<file path="config.mk">
export PLATFORM = sky130hd
export DESIGN_NAME = poly_sequencer_flat
export DESIGN_NICKNAME = d
export VERILOG_FILES = /design/src/rtl/poly_sequencer_if.sv /design/src/rtl/poly_sequencer.sv /design/src/flat_wrapper.sv
export SDC_FILE = /design/constraint.sdc
export NUM_CORES = 1
export LEC_CHECK = 0
export CAP_MARGIN = 5
export CELL_PAD_IN_SITES_DETAIL_PLACEMENT = 0
export CELL_PAD_IN_SITES_GLOBAL_PLACEMENT = 1
export CORE_MARGIN = 2
export CORE_UTILIZATION = 49
export CTS_CLUSTER_SIZE = 24
export DETAILED_ROUTE_END_ITERATION = 8
export HOLD_SLACK_MARGIN = 0.12
export PLACE_DENSITY = 0.92
export REMOVE_ABC_BUFFERS = 1
export SLEW_MARGIN = 20
export SYNTH_ARGS = -nofsm -noshare
export SYNTH_HDL_FRONTEND = slang
export SYNTH_SLANG_ARGS = --single-unit
export TNS_END_PERCENT = 20
</file>
<file path="constraint.sdc">
create_clock -name clk -period 13.4 [get_ports clk]
set_input_delay 2.01 -clock clk [delete_from_list [all_inputs] [get_ports clk]]
set_output_delay 2.01 -clock clk [all_outputs]
set_load 0.01 [all_outputs]
</file>
<file path="src/rtl/poly_sequencer_if.sv">
// Coefficient stream (valid/ready) and result (valid/ack) channels of poly_sequencer.
// master is the front-end/display side, slave is the sequencer.
interface poly_sequencer_if #(
    parameter int WIDTH = 8
);
    logic             coef_valid;
    logic [WIDTH-1:0] coef_data;
    logic             coef_ready;
    logic             result_valid;
    logic [WIDTH-1:0] result;
    logic             ovf;
    logic             result_ack;

    modport master (
        output coef_valid, coef_data, result_ack,
        input  coef_ready, result_valid, result, ovf
    );

    modport slave (
        input  coef_valid, coef_data, result_ack,
        output coef_ready, result_valid, result, ovf
    );
endinterface

</file>
<file path="src/rtl/poly_sequencer.sv">
// Horner-rule polynomial evaluator sharing one multiply/add datapath across
// alternating MUL and ADD cycles; coefficients arrive highest order first.
//
// state  | meaning
// -------+-----------------------------------------------------------
// IDLE   | waiting for start; last result still visible on result
// LOAD   | coef_ready high, waiting for the next coefficient
// MUL    | acc <= acc * x (low half), overflow if high half nonzero
// ADD    | acc <= acc + coef, overflow on carry; loop or finish
// DONE   | result_valid high until result_ack
module poly_sequencer #(
    parameter int WIDTH = 8,
    parameter int DEG_W = 3
) (
    input  logic               clk,
    input  logic               resetn,
    input  logic               start,
    input  logic [WIDTH-1:0]   x_in,
    input  logic [DEG_W-1:0]   degree,
    input  logic               abort,
    output logic               busy,
    poly_sequencer_if.slave    bus
);

    typedef enum logic [2:0] {
        S_IDLE,
        S_LOAD,
        S_MUL,
        S_ADD,
        S_DONE
    } state_t;

    state_t             state_q, state_d;
    logic [WIDTH-1:0]   x_q, x_d;
    logic [DEG_W-1:0]   cnt_q, cnt_d;
    logic [WIDTH-1:0]   coef_q, coef_d;
    logic [WIDTH-1:0]   acc_q, acc_d;
    logic               ovf_q, ovf_d;

    logic [2*WIDTH-1:0] prod;
    logic [WIDTH:0]     sum;

    assign prod = {{WIDTH{1'b0}}, acc_q} * {{WIDTH{1'b0}}, x_q};
    assign sum  = {1'b0, acc_q} + {1'b0, coef_q};

    always_ff @(posedge clk or negedge resetn) begin
        if (!resetn) begin
            state_q <= S_IDLE;
            x_q     <= '0;
            cnt_q   <= '0;
            coef_q  <= '0;
            acc_q   <= '0;
            ovf_q   <= 1'b0;
        end else begin
            state_q <= state_d;
            x_q     <= x_d;
            cnt_q   <= cnt_d;
            coef_q  <= coef_d;
            acc_q   <= acc_d;
            ovf_q   <= ovf_d;
        end
    end

    always_comb begin
        state_d = state_q;
        x_d     = x_q;
        cnt_d   = cnt_q;
        coef_d  = coef_q;
        acc_d   = acc_q;
        ovf_d   = ovf_q;

        // abort leaves acc/ovf untouched so the partial value stays observable
        if (abort) begin
            state_d = S_IDLE;
        end else begin
            case (state_q)
                S_IDLE: begin
                    if (start) begin
                        x_d     = x_in;
                        cnt_d   = degree;
                        acc_d   = '0;
                        ovf_d   = 1'b0;
                        state_d = S_LOAD;
                    end
                end
                S_LOAD: begin
                    if (bus.coef_valid) begin
                        coef_d  = bus.coef_data;
                        state_d = S_MUL;
                    end
                end
                S_MUL: begin
                    acc_d   = prod[WIDTH-1:0];
                    ovf_d   = ovf_q | (|prod[2*WIDTH-1:WIDTH]);
                    state_d = S_ADD;
                end
                S_ADD: begin
                    acc_d = sum[WIDTH-1:0];
                    ovf_d = ovf_q | sum[WIDTH];
                    if (cnt_q == '0) begin
                        state_d = S_DONE;
                    end else begin
                        cnt_d   = cnt_q - DEG_W'(1);
                        state_d = S_LOAD;
                    end
                end
                S_DONE: begin
                    if (bus.result_ack) begin
                        state_d = S_IDLE;
                    end
                end
                default: state_d = S_IDLE;
            endcase
        end
    end

    assign bus.coef_ready   = (state_q == S_LOAD) && !abort;
    assign bus.result_valid = (state_q == S_DONE);
    assign bus.result       = acc_q;
    assign bus.ovf          = ovf_q;
    assign busy             = (state_q != S_IDLE);

endmodule
</file>
<file path="src/flat_wrapper.sv">
// flat-port wrapper written by rule: the top's interface ports become plain ports
module poly_sequencer_flat 
#(
    parameter int WIDTH = 8,
    parameter int DEG_W = 3
)
  (clk, resetn, start, x_in, degree, abort, busy, bus_coef_valid, bus_coef_data, bus_result_ack, bus_coef_ready, bus_result_valid, bus_result, bus_ovf);
  poly_sequencer_if #(.WIDTH(WIDTH)) bus_i ();
  input  logic clk;
  input  logic resetn;
  input  logic start;
  input  logic [WIDTH-1:0] x_in;
  input  logic [DEG_W-1:0] degree;
  input  logic abort;
  output logic busy;
  input wire logic [$bits(bus_i.coef_valid)-1:0] bus_coef_valid;
  input wire logic [$bits(bus_i.coef_data)-1:0] bus_coef_data;
  input wire logic [$bits(bus_i.result_ack)-1:0] bus_result_ack;
  output wire logic [$bits(bus_i.coef_ready)-1:0] bus_coef_ready;
  output wire logic [$bits(bus_i.result_valid)-1:0] bus_result_valid;
  output wire logic [$bits(bus_i.result)-1:0] bus_result;
  output wire logic [$bits(bus_i.ovf)-1:0] bus_ovf;
  assign bus_i.coef_valid = bus_coef_valid;
  assign bus_i.coef_data = bus_coef_data;
  assign bus_i.result_ack = bus_result_ack;
  assign bus_coef_ready = bus_i.coef_ready;
  assign bus_result_valid = bus_i.result_valid;
  assign bus_result = bus_i.result;
  assign bus_ovf = bus_i.ovf;
  poly_sequencer #(.WIDTH(WIDTH), .DEG_W(DEG_W)) u_core (.clk(clk), .resetn(resetn), .start(start), .x_in(x_in), .degree(degree), .abort(abort), .busy(busy), .bus(bus_i));
endmodule
</file>
==> results of run 1 <==
==> power groups by stage <==
stage | Clock [mW] | Combinational [mW] | Sequential, mW
2_1_floorplan | 0 | 0.169 | 0.139
3_3_place_gp | 0 | 0.218 | 0.152
3_5_place_dp | 0 | 0.225 | 0.152
4_1_cts | 0.0896 | 0.227 | 0.151
5_1_grt | 0.0925 | 0.260 | 0.156
6_report | 0.0873 | 0.226 | 0.152
==> worst min path at each step <==
stage                             endpoint  slack (ns)  cells after the start
after global placement    u_core.coef_q[5]        0.49                      1
after global routing      u_core.coef_q[5]        0.53                      1
after floorplan            u_core.cnt_q[2]        0.48                      1
after CTS                 u_core.coef_q[5]        0.52                      1
after detailed placement  u_core.coef_q[5]        0.50                      1
final                     u_core.coef_q[5]        0.52                      1
==> routing by layer <==
layer  vias to the layer above  part of all wire (%)  global-route usage, %
li1                       1488                     -                      -
met1                      1500                    46                  30.08
met2                        72                    48                  37.08
met3                        17                   3.7                  2.256
met4                         0                   2.2                  6.985
met5                         -                     0                      0
==> logic make-up (layout without fill, tap and decap cells) <==
kind of cell,Yosys count,count (layout)
AOI/OAI and AO/OA,78,78
muxes,21,21
DFF,31,31
xor gates and xnor gates,5,5
buffers and inverters,74,102
adders and majority gates,83,83
and+or+nand+nor,140,140
==> layout make-up <==
class / instances / area (sq um)
tap: 102 / 127.6
fill: 725 / 3284
inverter: 57 / 214.0
sequential: 31 / 775.7
multi-input combinational: 327 / 2814
clock buffer: 7 / 96.34
clock inverter: 1 / 7.507
timing repair buffer: 37 / 367.9
==> state kept, by name, indices dropped and copies added, names as in the netlist <==
name and count:
u_core.bus.result 8, u_core.bus.ovf 1, u_core.cnt_q 3, u_core.x_q 8, u_core.coef_q 8, u_core.state_q 3
==> per-stage QoR <==
stage                     hold WS, ns  cell area, sq um  power, mW
after floorplan                0.4777              3804     0.3081
after global placement         0.4943              4299     0.3691
after detailed placement       0.5014              4299     0.3772
after CTS                      0.5192              4403     0.4674
after global routing           0.5271              4403     0.5080
final                          0.5154              4403     0.4645
==> synth_stat cells, types with 4 or more instances <==
master	instances
a211oi_1	4
a21o_1	8
a21oi_1	12
and2_1	31
clkbuf_1	14
dfrtp_1	31
fa_1	37
ha_1	46
inv_1	56
mux2_2	17
mux2i_1	4
nand2_1	53
nand2b_1	7
nand3b_1	5
nor2_1	20
nor2b_1	4
nor3_1	4
o211ai_1	4
o21a_1	4
o21ai_0	18
o21ai_1	4
==> impl_results.md, run 1 <==
- Status: finished, final reports clean
- Layout cells sized above 1: 7.174%
- Crit-path cells: clkdlybuf4s50_1 > nor4b_1 > clkdlybuf4s50_1
- Inserted Diodes: 0
- Setup slack at placement: 7.897 ns
- Vias in the first global route: 3,194
- Clock share of power: 18.8%
- Reg-to-Reg Start: u_core.bus.result[4]
- Logic pwr share: 48.6%
- Clk buf depth: 2
- Clk_skew: 0.01239 ns
- Dominant cell type by area after synthesis: dfrtp_1
- Top-area cell type share of the netlist area: 19.99%
- CTS Buf Count: 5
- Worst setup EP type: primary output
- Max cap viols: 0
- # Post-CTS Setup Buffers: 0
- Crit Path Class: in -> out
- RD Place Congestion: 0.8654
- Worst-Margin Slew: 0.7354 ns
- Worst Hold Launch: u_core.coef_q[5]
- Die height: 92.99 um
- Synthesized area per cell: 8.981 sq um
- Largest net degree at the start of global routing: 32
- Setup WS post-layout: 7.888 ns
- Final Cycle Share: 41.13%
- Syn-to-layout area delta: 13.48%
- Hold crit path type: reg -> reg
- Net Sw Power: 0.1923 mW
- Switching Share: 41.40%
- Placed Cells: 554
- First-pass GRT wire length: 15,160 um
- Top FF cell, synth: dfrtp_1
- Post-CTS sizing: 0
- Top delay family on crit path: buffers and inverters
- Final Hold Violating Endpoints: 0
- Post-CTS Hold Buffers: 0
- Compound-gate portion of the synthesized area: 13.35%
- Post-synthesis xor/xnor area fraction: 1.129%
- RSZ-0062 raised after global routing: false
- Clock root cell: clkbuf_8
- Finish-stage setup viols: 0
- Horiz. Die Dim: 92.99 um
- Die ar.: 8646 sq um
- Post-Layout Cell Count: 562
- Distinct cells, synth: 52
- H-tree levels: 2
- Post-route ant nets: 0
- Setup slack, reg-to-reg: 8.56 ns
- Main combinational cell family by area after synthesis: adder cells
- Initial drt markers: 124
- Int Pwr: 0.2722 mW
- Row count: 32
- Core footprint: 7687 sq um
- Commonest non-fill, non-tap cell in the layout: inv_1
- Worst relative slew slack: 50.65%
- Leakage Power: 2.122 nW
- Initial antenna violation count: 0
- Warnings, synthesis: 0
- DRT Wirelength: 8428 um
- Area contributors post-synth: dfrtp_1 (20%), fa_1 (19%), ha_1 (15%)
- Post-layout util: 57.28%
- Seq pwr share: 32.6%
- Insertion delay to the later sink of the worst-skew pair: 0.29 ns
- CP arrival: 3.50 ns
- Hpwl dp: 6575 um
- Synth Register Bits: 31
- Number of synthesized flops with an enable pin: 0
- Pre-antenna DRT Iters: 5
- DR WL/cell: 15.00 um
- Sequential share of the synthesized area: 19.99%
- Synth async-reset ratio: 100.0%
- Synth Area in Simple Gates: 18.16%
- Worst Setup SP: abort
- Critical Path End: bus_coef_ready
- Global-route usage over all layers: 22.04%
- Slowest-stage cell, CP: clkdlybuf4s50_1
- Peak VDD IR: 0.00006766 V
- Slew Limit Fails: 0
- Period minus WS final: 5.512 ns
- Worst path bufs/invs: 2
- Drc violations: 0
- R2R depth: 16
- Mux cell area share after synthesis: 5.966%
- Achievable frequency: 0.1814 GHz
- Post-Synth Adder-Cell Area: 33.92%
- PwrDens: 105.5 nW/um^2
- Routed vias: 3,077
- IO buf count: 36
- Worst EP required: 11.39 ns
- GRT overflow: 0
- Cells after synthesis: 432
- Clk pin slew, worst setup/hold paths: 0.08 ns
- I/O pin total: 37
- Nets: 567
- Initial Utilization: 50.47%
- Sink Count: 31
- Slowest stage delay, CP: 0.61 ns
- Via-to-Cell Ratio: 5.475
- Critical Path Most Common Cell: clkdlybuf4s50_1
- Crit path launch type: primary input
- Mapped cell area: 3880 sq um
- CTS tree: yes
- Setup_tns: 0 ns
- Most frequent cells in the layout: inv_1 (56), nand2_1 (53), ha_1 (46), fa_1 (37), clkdlybuf4s50_1 (36)
- Reg-to-Reg End: u_core.bus.ovf
- Critical path peak fanout: 6
- CP Depth: 3
Power figures use the tool's default switching activity.
==> inputs of run 2 (changes only) <==
CORE_UTILIZATION = 41   (was 49)
PLACE_DENSITY = 0.82   (was 0.92)
clock period = 4.76 ns   (was 13.4 ns; I/O delays follow)
==> impl_results.md, run 2 (synthesized netlist as in run 1, its figures left out) <==
- Status: finished, final reports clean
- Pre-antenna DRT Iters: 5 (unchanged)
- Core footprint: 9196 sq um (+20%)
- Initial Utilization: 42.19% (-8.3 points)
- Period minus WS final: 4.499 ns
- Layout cells sized above 1: 11.42% (+4.2 points)
- Clock share of power: 20.2% (+1.4 points)
- Insertion delay to the later sink of the worst-skew pair: 0.29 ns (about the same)
- Nets: 580 (+2.3%)
- Worst EP required: 4.93 ns (-6.46 ns)
- Clk pin slew, worst setup/hold paths: 0.07 ns (about the same)
- Initial drt markers: 143 (+15%)
- GRT overflow: 0 (unchanged)
- Worst setup EP type: register
- Finish-stage setup viols: 0 (unchanged)
- Post-layout util: 49.32% (-8.0 points)
- Placed Cells: 573 (+3.4%)
- Worst-Margin Slew: 0.7405 ns (+0.005149 ns)
- Slew Limit Fails: 0 (unchanged)
- Int Pwr: 0.8333 mW (+210%)
- PwrDens: 304.4 nW/um^2 (+190%)
- Clk_skew: 0.005446 ns (-0.006949 ns)
- Hold Path End: u_core.coef_q[2]
- Crit Path Class: reg -> reg
- Achievable frequency: 0.2223 GHz
- First-pass GRT wire length: 15,800 um (+4.2%)
- Setup slack, reg-to-reg: 0.26 ns (-8.30 ns)
- Final Cycle Share: 94.52%
- Sink Count: 31 (unchanged)
- CTS tree: yes
- Reg-to-Reg Start: u_core.bus.result[4]
- Global-route usage over all layers: 19.43% (-2.6 points)
- Setup_tns: 0 ns (unchanged)
- Die ar.: 10,260 sq um (+19%)
- H-tree levels: 2 (unchanged)
- Via-to-Cell Ratio: 5.286 (-3.5%)
- Drc violations: 0 (unchanged)
- Commonest non-fill, non-tap cell in the layout: inv_1
- Reg-to-Reg End: u_core.bus.ovf
- I/O pin total: 37 (unchanged)
- Hold crit path type: reg -> reg
- Placed cell areas: 4385 sq um (+2.0%)
- Most frequent cells in the layout: inv_1 (56), nand2_1 (53), ha_1 (46), fa_1 (37), clkdlybuf4s50_1 (36)
- CTS Buf Count: 5 (unchanged)
- Critical path peak fanout: 7 (+1)
- Hpwl dp: 7261 um (+10%)
- DR WL/cell: 15.60 um (+4.0%)
- Post-Layout Cell Count: 584 (+3.9%)
- Post-route cell area: 4536 sq um (+3.0%)
- CP arrival: 4.67 ns (+1.17 ns)
- Horiz. Die Dim: 101.3 um (+8.9%)
- Peak VDD IR: 0.0001382 V (+100%)
- Die height: 101.3 um (+8.9%)
- Vias in the first global route: 3,244 (+1.6%)
- Worst relative slew slack: 50.30% (-0.35 points)
- Seq pwr share: 29.5% (-3.1 points)
- Leakage Power: 2.190 nW (+3.2%)
- Clock root cell: clkbuf_8
- Switching Share: 39.65% (-1.7 points)
- Logic pwr share: 50.3% (+1.7 points)
- Routed vias: 3,087 (+0.32%)
- WHS: 0.5262 ns (+0.01080 ns)
- RSZ-0062 raised after global routing: false
- Inserted Diodes: 0 (unchanged)
- DRT Wirelength: 9109 um (+8.1%)
- Initial antenna violation count: 0 (unchanged)
- Syn-to-layout area delta: 16.90%
- Post-CTS Hold Buffers: 0 (unchanged)
- Worst Hold Launch: u_core.coef_q[2]
- Hold Path Stages: 1 (unchanged)
- RD Place Congestion: 0.8465 (-2.2%)
- Max cap viols: 0 (unchanged)
- R2R depth: 17 (+1)
- Row count: 35 (+9.4%)
- Crit path launch type: register
- Clk buf depth: 2 (unchanged)
- Net Sw Power: 0.5474 mW (+180%)
- IO buf count: 36 (unchanged)
- Post-route ant nets: 0 (unchanged)
- Final Hold Violating Endpoints: 0 (unchanged)
- Largest net degree at the start of global routing: 32 (unchanged)
-- run 2: routing by layer --
metal / share of wire (%) / vias up / GRT usage [%] / routed length [um]
met1: 47 / 1502 / 26.75 / 4322
met2: 48 / 54 / 31.79 / 4346
met5: 0 / - / 0 / 0
met3: 2.8 / 10 / 2.968 / 259
met4: 2.0 / 0 / 5.821 / 180
li1: - / 1521 / - / -
-- run 2: worst max path at each step --
stage / start / to / slack (ns)
4_1_cts: u_core.x_q[4] / u_core.bus.ovf / 0.17
3_3_place_gp: u_core.bus.result[4] / u_core.bus.ovf / 0.26
6_report: u_core.bus.result[4] / u_core.bus.ovf / 0.26
2_1_floorplan: u_core.bus.result[4] / u_core.bus.ovf / 0.26
5_1_grt: u_core.bus.result[4] / u_core.bus.ovf / 0.008
3_5_place_dp: u_core.x_q[4] / u_core.bus.ovf / 0.17
-- run 2: final cells by class --
type,instances,area [sq um]
Sequential cell,31,785.8
Inverter,57,214.0
Clock inverter,2,35.03
Fill cell,887,4661
Multi-Input combinational cell,327,2814
Clock buffer,6,82.58
Tap cell,111,138.9
Timing Repair Buffer,50,465.4
-- run 2: what timing repair did --
| item | CTS | global route |
|---|---|---|
| setup buffers | 0 | 3 |
| resized for setup | 0 | 8 |
| setup endpoints to repair | 0 | 1 |
| hold endpoints to repair | 0 | 0 |
-- run 2: power groups by stage --
stage	Sequential [mW]	Combinational (mW)	Clock [mW]
finish	0.407	0.694	0.279
global route	0.418	0.795	0.300
CTS	0.405	0.688	0.287
detailed placement	0.411	0.682	0
global placement	0.408	0.665	0
floorplan	0.392	0.476	0
-- run 2: stage by stage --
stage | worst slack, ns | total power [mW]
2_1_floorplan | 0.2629 | 0.8673
3_3_place_gp | 0.2588 | 1.073
3_5_place_dp | 0.1748 | 1.092
4_1_cts | 0.1691 | 1.381
5_1_grt | 0.008449 | 1.513
6_report | 0.2610 | 1.381
-- run 2: worst max-delay path: stages (launching register included) --
cell     delay (ns)
dfrtp_2        0.46
buf_4          0.18
nand2_1        0.07
fa_1           0.37
inv_1          0.09
fa_1           0.39
inv_1          0.08
fa_1           0.43
fa_1           0.55
inv_1          0.04
ha_1           0.37
a21oi_1        0.17
nor2_1         0.06
or4_1          0.51
nor3_1         0.20
nand4_1        0.13
nor4_2         0.15
a31oi_1        0.11
==> inputs of run 3 (changes only) <==
MAX_ROUTING_LAYER = met4   (was unset)
==> impl_results.md, run 3 (synthesized netlist as in run 1, its figures left out) <==
- Worst Hold Launch: u_core.coef_q[0]
- Drc violations: 0 (unchanged)
- Nets: 580 (unchanged)
- CTS Buf Count: 5 (unchanged)
- Largest net degree at the start of global routing: 32 (unchanged)
- Clock root cell: clkbuf_8
- Worst relative slew slack: 50.72% (+0.42 points)
- Reg-to-Reg Start: u_core.bus.result[4]
- First-pass GRT wire length: 15,800 um (unchanged)
- Critical Path End: u_core.bus.ovf
- Clk buf depth: 2 (unchanged)
- GRT overflow: 0 (unchanged)
- Most frequent cells in the layout: inv_1 (56), nand2_1 (53), ha_1 (46), fa_1 (37), clkdlybuf4s50_1 (36)
- Setup_tns: 0 ns (unchanged)
- Commonest non-fill, non-tap cell in the layout: inv_1
- Hold crit path type: reg -> reg
- Worst Setup SP: u_core.bus.result[4]
- Met1 Use GR: 26.97% (+0.22 points)
- Crit path launch type: register
- Achievable frequency: 0.2224 GHz (about the same)
- Critical path peak fanout: 7 (unchanged)
- Layout cells sized above 1: 11.42% (unchanged)
- RSZ-0062 raised after global routing: false
- Worst EP required: 4.93 ns (about the same)
- Post-Layout Cell Count: 584 (unchanged)
- Syn-to-layout area delta: 16.90% (unchanged)
- Inserted Diodes: 0 (unchanged)
- Insertion delay to the later sink of the worst-skew pair: 0.29 ns (about the same)
- Final Hold Violating Endpoints: 0 (unchanged)
- Sink Count: 31 (unchanged)
- Most crowded layer after global routing: met2
- Placed Cells: 573 (unchanged)
- Max cap viols: 0 (unchanged)
- Status: finished, final reports clean
- Clk_skew: 0.005878 ns (+0.0004325 ns)
- CTS tree: yes
- Multi-input logic area: 2814 sq um (unchanged)
- Worst setup EP type: register
- Pre-antenna DRT Iters: 4 (-1)
- Horiz. Die Dim: 101.3 um (unchanged)
- Fillers: 887 (unchanged)
- Via-to-Cell Ratio: 5.255 (-0.58%)
- Global-route usage over all layers: 20.04% (+0.61 points)
- Setup slack, reg-to-reg: 0.26 ns (about the same)
- Routed vias: 3,069 (-0.58%)
- Vias in the first global route: 3,248 (+0.12%)
- Die ar.: 10,260 sq um (unchanged)
- Sequential cell area: 785.8 sq um (unchanged)
- Row count: 35 (unchanged)
- Initial Utilization: 42.19% (unchanged)
- Post-route ant nets: 0 (unchanged)
- Leakage Power: 2.190 nW (unchanged)
- RD Place Congestion: 0.8598 (+1.6%)
- Slew Limit Fails: 0 (unchanged)
- H-tree levels: 2 (unchanged)
- PwrDens: 304.4 nW/um^2 (about the same)
- Crit Path Class: reg -> reg
- Finish-stage setup viols: 0 (unchanged)
- Reg-to-Reg End: u_core.bus.ovf
- Final Cycle Share: 94.44% (about the same)
- Clk pin slew, worst setup/hold paths: 0.07 ns (about the same)
- Initial antenna violation count: 0 (unchanged)
- Die height: 101.3 um (unchanged)
- Met2 Use GR: 31.69% (-0.10 points)
- Period minus WS final: 4.495 ns (-0.003512 ns)
- IO buf count: 36 (unchanged)
- DRT Wirelength: 9086 um (-0.25%)
- Initial drt markers: 113 (-21%)
- Core footprint: 9196 sq um (unchanged)
- Worst-Margin Slew: 0.7342 ns (-0.006285 ns)
- DR WL/cell: 15.56 um (-0.25%)
- Peak VDD IR: 0.0001385 V (+0.19%)
- Hpwl dp: 7261 um (unchanged)
- R2R depth: 17 (unchanged)
- Met3 GRT Util: 2.761% (-0.21 points)
- CP arrival: 4.66 ns (about the same)
- I/O pin total: 37 (unchanged)
[run 3: cell counts in the layout (fill, tap and decap cells not counted)]
Identical to the previous run, type by type.
[run 3: layer usage]
layer  routed length (um)  vias to the layer above
met3                  237                       11
met4                  195                        0
met2                 4277                       47
li1                     -                     1523
met5                    0                        -
met1                 4376                     1488
[run 3: layout make-up]
class                   count  share of cell area (%)
clock buffers               6                   1.821
clock inverters             2                  0.7724
inverters                  57                   4.717
multi-input cells         327                   62.04
flip-flops and latches     31                   17.32
well taps                 111                   3.062
repair buffers             50                   10.26
[run 3: power by group]
part	internal [mW]	total, mW	switching, mW
registers	0.325	0.407	0.0823
logic	0.339	0.694	0.355
clock network	0.169	0.280	0.111
[run 3: how the worst min path moves through the flow]
stage	end	slack, ns	cells after the start
6_report	u_core.coef_q[0]	0.52	1
5_1_grt	u_core.coef_q[2]	0.55	1
4_1_cts	u_core.coef_q[0]	0.53	1
3_5_place_dp	u_core.coef_q[0]	0.51	1
3_3_place_gp	u_core.coef_q[0]	0.50	1
2_1_floorplan	u_core.bus.ovf	0.42	0
[run 3: critical path, cell delays in order, from the launching register on]
cell	delay (ns)
dfrtp_2	0.46
buf_4	0.18
nand2_1	0.07
fa_1	0.37
inv_1	0.09
fa_1	0.39
inv_1	0.08
fa_1	0.43
fa_1	0.55
inv_1	0.04
ha_1	0.37
a21oi_1	0.17
nor2_1	0.06
or4_1	0.51
nor3_1	0.20
nand4_1	0.13
nor4_2	0.15
a31oi_1	0.11
[run 3: what timing repair did]
item | in CTS | in global routing
endpoints found under the setup margin | 0 | 1
hold buffers | 0 | 0
resized for setup | 0 | 8
buffers inserted | 0 | 3
[run 3: metrics by stage]
stage / hold WS [ns] / cell area [sq um] / worst slack (ns) / power (mW) / util (%)
after floorplan: 0.4184 / 3804 / 0.2629 / 0.8673 / -
after detailed placement: 0.5101 / 4385 / 0.1748 / 1.092 / 47.69
after global placement: 0.5040 / 4385 / 0.2588 / 1.073 / 47.69
after CTS: 0.5287 / 4503 / 0.1691 / 1.381 / 48.97
after global routing: 0.5533 / 4536 / 0.008449 / 1.513 / 49.32
final: 0.5244 / 4536 / 0.2645 / 1.381 / 49.32
